--- src/rtl/frame_dispatch_scheduler.sv ---
// frame_dispatch_scheduler: per-sample frame sequencer issuing block indices with windowed commit IDs.
// Optional saturating overrun counter is built only when FRAME_SCHED_OVERRUN_COUNT_EN is defined.
module frame_dispatch_scheduler #(
  parameter int n_blocks     = 256,
  parameter int max_inflight = 16
) (
  input  logic                        clk,
  input  logic                        reset,
  input  logic                        enable,
  input  logic                        sample_tick,
  input  logic [$clog2(n_blocks):0]   n_active,
  input  logic [8:0]                  next_commit_id,
  input  logic                        issue_ready,
  output logic                        issue_valid,
  output logic [$clog2(n_blocks)-1:0] issue_block,
  output logic [8:0]                  issue_commit_id,
  output logic                        frame_busy,
  output logic                        frame_done,
  output logic                        overrun,
  output logic [15:0]                 overrun_count
);

  localparam int bw = $clog2(n_blocks);
  localparam logic [8:0]    window  = 9'(max_inflight);
  localparam logic [bw-1:0] blk_one = bw'(1);
  localparam logic [bw:0]   lim_one = (bw+1)'(1);

  typedef enum logic [1:0] {IDLE, ISSUE, DRAIN, DONE} state_t;

  state_t      state;
  logic [bw:0] lim;
  logic        pending;

  logic       xfer;
  logic       last_xfer;
  logic       tick_on;
  logic       busy_tick;
  logic       window_open;
  logic [8:0] inflight;
  logic [8:0] id_after;
  logic [8:0] inflight_after;

  // Window check looks at the ID count as it will stand after this cycle's transfer.
  always_comb begin
    xfer           = issue_valid && issue_ready;
    tick_on        = enable && sample_tick;
    busy_tick      = tick_on && (state != IDLE);
    inflight       = issue_commit_id - next_commit_id;
    id_after       = issue_commit_id + {8'd0, xfer};
    inflight_after = id_after - next_commit_id;
    window_open    = inflight_after < window;
    last_xfer      = xfer && (({1'b0, issue_block} + lim_one) == lim);
  end

  always_ff @(posedge clk) begin
    if (!reset) begin
      state           <= IDLE;
      lim             <= '0;
      pending         <= 1'b0;
      issue_valid     <= 1'b0;
      issue_block     <= '0;
      issue_commit_id <= '0;
      frame_busy      <= 1'b0;
      frame_done      <= 1'b0;
      overrun         <= 1'b0;
    end else begin
      frame_done <= 1'b0;
      overrun    <= busy_tick;
      if (busy_tick) pending <= 1'b1;
      if (xfer) begin
        issue_block     <= issue_block + blk_one;
        issue_commit_id <= id_after;
      end
      case (state)
        IDLE: begin
          if (tick_on) begin
            state       <= ISSUE;
            lim         <= n_active;
            issue_block <= '0;
            frame_busy  <= 1'b1;
            issue_valid <= (n_active != '0) && window_open;
          end
        end
        ISSUE: begin
          if (last_xfer) begin
            state       <= DRAIN;
            issue_valid <= 1'b0;
          end else if (enable && (lim == '0)) begin
            state      <= DONE;
            frame_done <= 1'b1;
            frame_busy <= 1'b0;
          end else if (!issue_valid || issue_ready) begin
            // A held request is never retracted; only a free slot is re-evaluated.
            issue_valid <= enable && !sample_tick && window_open;
          end
        end
        DRAIN: begin
          if (enable && (inflight == '0)) begin
            state      <= DONE;
            frame_done <= 1'b1;
            frame_busy <= 1'b0;
          end
        end
        DONE: begin
          // A tick landing on the exit cycle starts the next frame rather than being lost.
          if (pending || tick_on) begin
            state       <= ISSUE;
            pending     <= 1'b0;
            lim         <= n_active;
            issue_block <= '0;
            frame_busy  <= 1'b1;
            issue_valid <= enable && (n_active != '0) && window_open;
          end else begin
            state <= IDLE;
          end
        end
        default: state <= IDLE;
      endcase
    end
  end

`ifdef FRAME_SCHED_OVERRUN_COUNT_EN
  always_ff @(posedge clk) begin
    if (!reset) begin
      overrun_count <= '0;
    end else if (busy_tick && (overrun_count != 16'hFFFF)) begin
      overrun_count <= overrun_count + 16'd1;
    end
  end
`else
  assign overrun_count = '0;
`endif

endmodule

--- config.mk ---
export PLATFORM = sky130hd
export DESIGN_NAME = frame_dispatch_scheduler
export DESIGN_NICKNAME = d
export VERILOG_FILES = /design/src/rtl/frame_dispatch_scheduler.sv
export SDC_FILE = /design/constraint.sdc
export NUM_CORES = 1
export LEC_CHECK = 0
export ABC_AREA = 1
export CORE_ASPECT_RATIO = 0.5
export CORE_MARGIN = 8
export CORE_UTILIZATION = 45
export CTS_BUF_LIST = sky130_fd_sc_hd__clkbuf_2
export CTS_CLUSTER_SIZE = 12
export DETAILED_ROUTE_END_ITERATION = 7
export PLACE_DENSITY = 0.74
export SLEW_MARGIN = 20
export SYNTH_ARGS = -nofsm -noshare
export SYNTH_HDL_FRONTEND = slang
export SYNTH_SLANG_ARGS = --single-unit
--- constraint.sdc ---
create_clock -name clk -period 3.2 [get_ports clk]
set_input_delay 0.64 -clock clk [delete_from_list [all_inputs] [get_ports clk]]
set_output_delay 0.64 -clock clk [all_outputs]
set_load 0.02 [all_outputs]
==> flow_summary.ini <==
[clock_tree]
path_clk_slew_ns = 0.19
clock_path_buffers = 2
postCtsHoldBufs = 0
cts_tree = done
cts_buffers = 5
clock_latency_ns = 0.39
cts_max_level = 2
clockRootBuffer = clkbuf_2
cts_sinks = 33

[placed_design]
portBuffers = 43
place_congestion = 0.905
place_ws_ns = -0.0881
dp_hpwl_mm = 6.14

[setup_path]
critical_path.max_fanout = 4
cp_data_required_time_ns = 3.55
r2r-start = issue_valid
end_kind = register
arrival_ns = 3.28
crit_path_start = issue_ready
crit_type = in -> reg
startpoint_type = input pin

[route]
ant_nets = 0
drt-initial-drc-count = 154
avgViaCountPerCell = 4.77
vias = 3036
wl_per_cell_um = 11.9
drcViolationCount = 0
drt_wl_total_mm = 7.55
first_pass_iters = 5

[logic_synthesis]
async_flop_share_pct = 0
ys_seq_area_share_pct = 22.1
synth_top_area_share_pct = 22.1
netlist_area_um2 = 2990
synth_area_leaders = dfxtp_1, nand2_1, inv_1, ha_1, nand3_1
synth_top_flop_cell = dfxtp_1
syn_avg_cell_area_um2 = 6.13
yosys.cell_types.count = 33
synth_top_area_cell = dfxtp_1
ys_seq_elements = 33
synth_edf_count = 0
yosysWarnings = 0
synthCells = 488

[grt]
grt_util_all_layers_pct = 15.7
grt_max_degree = 20
grt.overflow.total = 0
first_global_vias = 2848
grt_pass1_wl_mm = 12.7
antenna_found_initial = 0

[cells_and_area]
fin_nets = 588
layout-drive-gt1-share_pct = 8.64
final_common_cell = nand2_1
mostFrequentLayoutCells = nand2_1, inv_1, clkdlybuf4s50_1
fill_cells = 699
syn_to_final_growth_pct = 19.7
antenna_cells = 0

[sta]
finalCriticalPeriod_ns = 2.93
final.setup.tns_ns = 0
fin_crit_sh_pct = 91.5
fin_skew_ns = 0.0159
slew_violations = 0
hold_viol_final = 0
rsz0062_at_grt = false
setup_violations = 0
clock.fmax_mhz = 342
setup_slack_ns = 0.274

[power_and_ir_drop]
p_int_mw = 1.09
power.leakage_nw = 1.81
comb_power_share_pct = 60.4
seq_power_share_pct = 30.1
netSwitchingFraction_pct = 49.4
power.net_switching_mw = 1.07
ir_drop_mv = 0.189
power.density_nw_per_um2 = 604
clock_power_share_pct = 9.5

[floorplanning]
start_util_pct = 45.5
core_um2 = 6570
die_w_um = 131
dieArea_um2 = 9670
num_io_pins = 60
die_y_um = 73.7
rows = 21

[job]
maxCapViolCount = 0

[min_path]
hp-class = reg -> reg
worstHoldStart = frame_busy

[outcome]
status = finished clean
flip-flops by register name, indices dropped and copies added (netlist names):
name and count:
frame_busy 1, frame_done 1, issue_block 8, issue_commit_id 9
issue_valid 1, lim 9, overrun 1, pending 1
state 2
per-stage QoR:
step | cells | util (%) | hold slack, ns | instance area (µm²) | power [mW]
2_1_floorplan | 503 | - | 0.463 | 3050 | 1.59
3_3_place_gp | 628 | 53.9 | 0.482 | 3540 | 1.95
3_5_place_dp | 628 | 53.9 | 0.488 | 3540 | 1.96
4_1_cts | 636 | 54.5 | 0.519 | 3580 | 2.17
5_1_grt | 636 | 54.5 | 0.555 | 3580 | 2.38
6_report | 636 | 54.5 | 0.516 | 3580 | 2.16
power groups by stage:
stage                     Clock [mW]  Sequential [mW]  Combinational, mW
after CTS                      0.211            0.652               1.31
final                          0.206            0.651               1.31
after global placement             0            0.659               1.29
after detailed placement           0            0.661               1.30
after global routing           0.229            0.670               1.48
after floorplan                    0            0.688              0.905
timing repair:
item / 4_1_cts / 5_1_grt
setup buffers: 0 / 0
endpoints found under the setup margin: 0 / 1
endpoints found under the hold margin: 0 / 0
gates resized for setup: 0 / 1
worst paths after layout:
kind                                     to  slack [ns]  cells past startpoint
worst min-delay path             frame_busy        0.52                      2
worst max-delay path            issue_valid        0.27                     18
worst max register to register  issue_valid        0.59                     17
worst min register to register   frame_busy        0.52                      2
critical path: stages:
cell and delay (ns):
clkdlybuf4s50_1 0.47, nand2_1 0.07, inv_1 0.09, ha_1 0.17
ha_1 0.16, nand3_1 0.14, nor2_2 0.16, xor2_1 0.11
ha_1 0.36, inv_1 0.07, nor3_1 0.23, nand2_1 0.10
nand2_1 0.08, xor2_1 0.14, nand2_1 0.06, nor2_1 0.10
a21oi_1 0.07, nor2_1 0.07
cell usage after synthesis (2+ instances only):
master and n:
nor4_1 4, nor3b_1 2, ha_1 22, a211oi_1 3, nor2_4 4, nand2_2 10
nand2_1 122, nor2_1 40, nor3_1 9, nand4_1 13, a31oi_1 2, nand3_2 9
nor2_2 2, a21oi_1 29, nand3_1 34, buf_4 16, xor2_1 7, o21ai_0 24
clkbuf_1 5, inv_1 85, buf_2 2, dfxtp_1 33
layer usage:
metal  track usage (%)  vias to the layer above  wire length (µm)
met5                 0                        -                 0
li1                  -                     1646                 -
met2              27.8                       63              3540
met1              19.4                     1323              3550
met3              3.14                        4               427
met4              3.53                        0                37
area by class of cell:
class	count	area [µm²]	share of cell area, %
Inverter	87	327	9.12
Clock buffer	5	25.0	0.699
Sequential cell	33	661	18.4
Timing Repair Buffer	56	528	14.7
Multi-Input combinational cell	360	1910	53.4
Tap cell	92	115	3.21
Clock inverter	3	12.5	0.349
cell families after synthesis:
| kind of cell | share of synthesized area [%] |
|---|---|
| AND/OR/NAND/NOR | 39.3 |
| buffers and inverters | 15.9 |
| AO/OA/AOI/OAI | 11.1 |
| flip-flops | 22.1 |
| adder cells (fa/ha/maj) | 9.20 |
| XOR/XNOR | 2.34 |
| other | 0.125 |
Note: power is estimated with default switching activity, not from simulation.
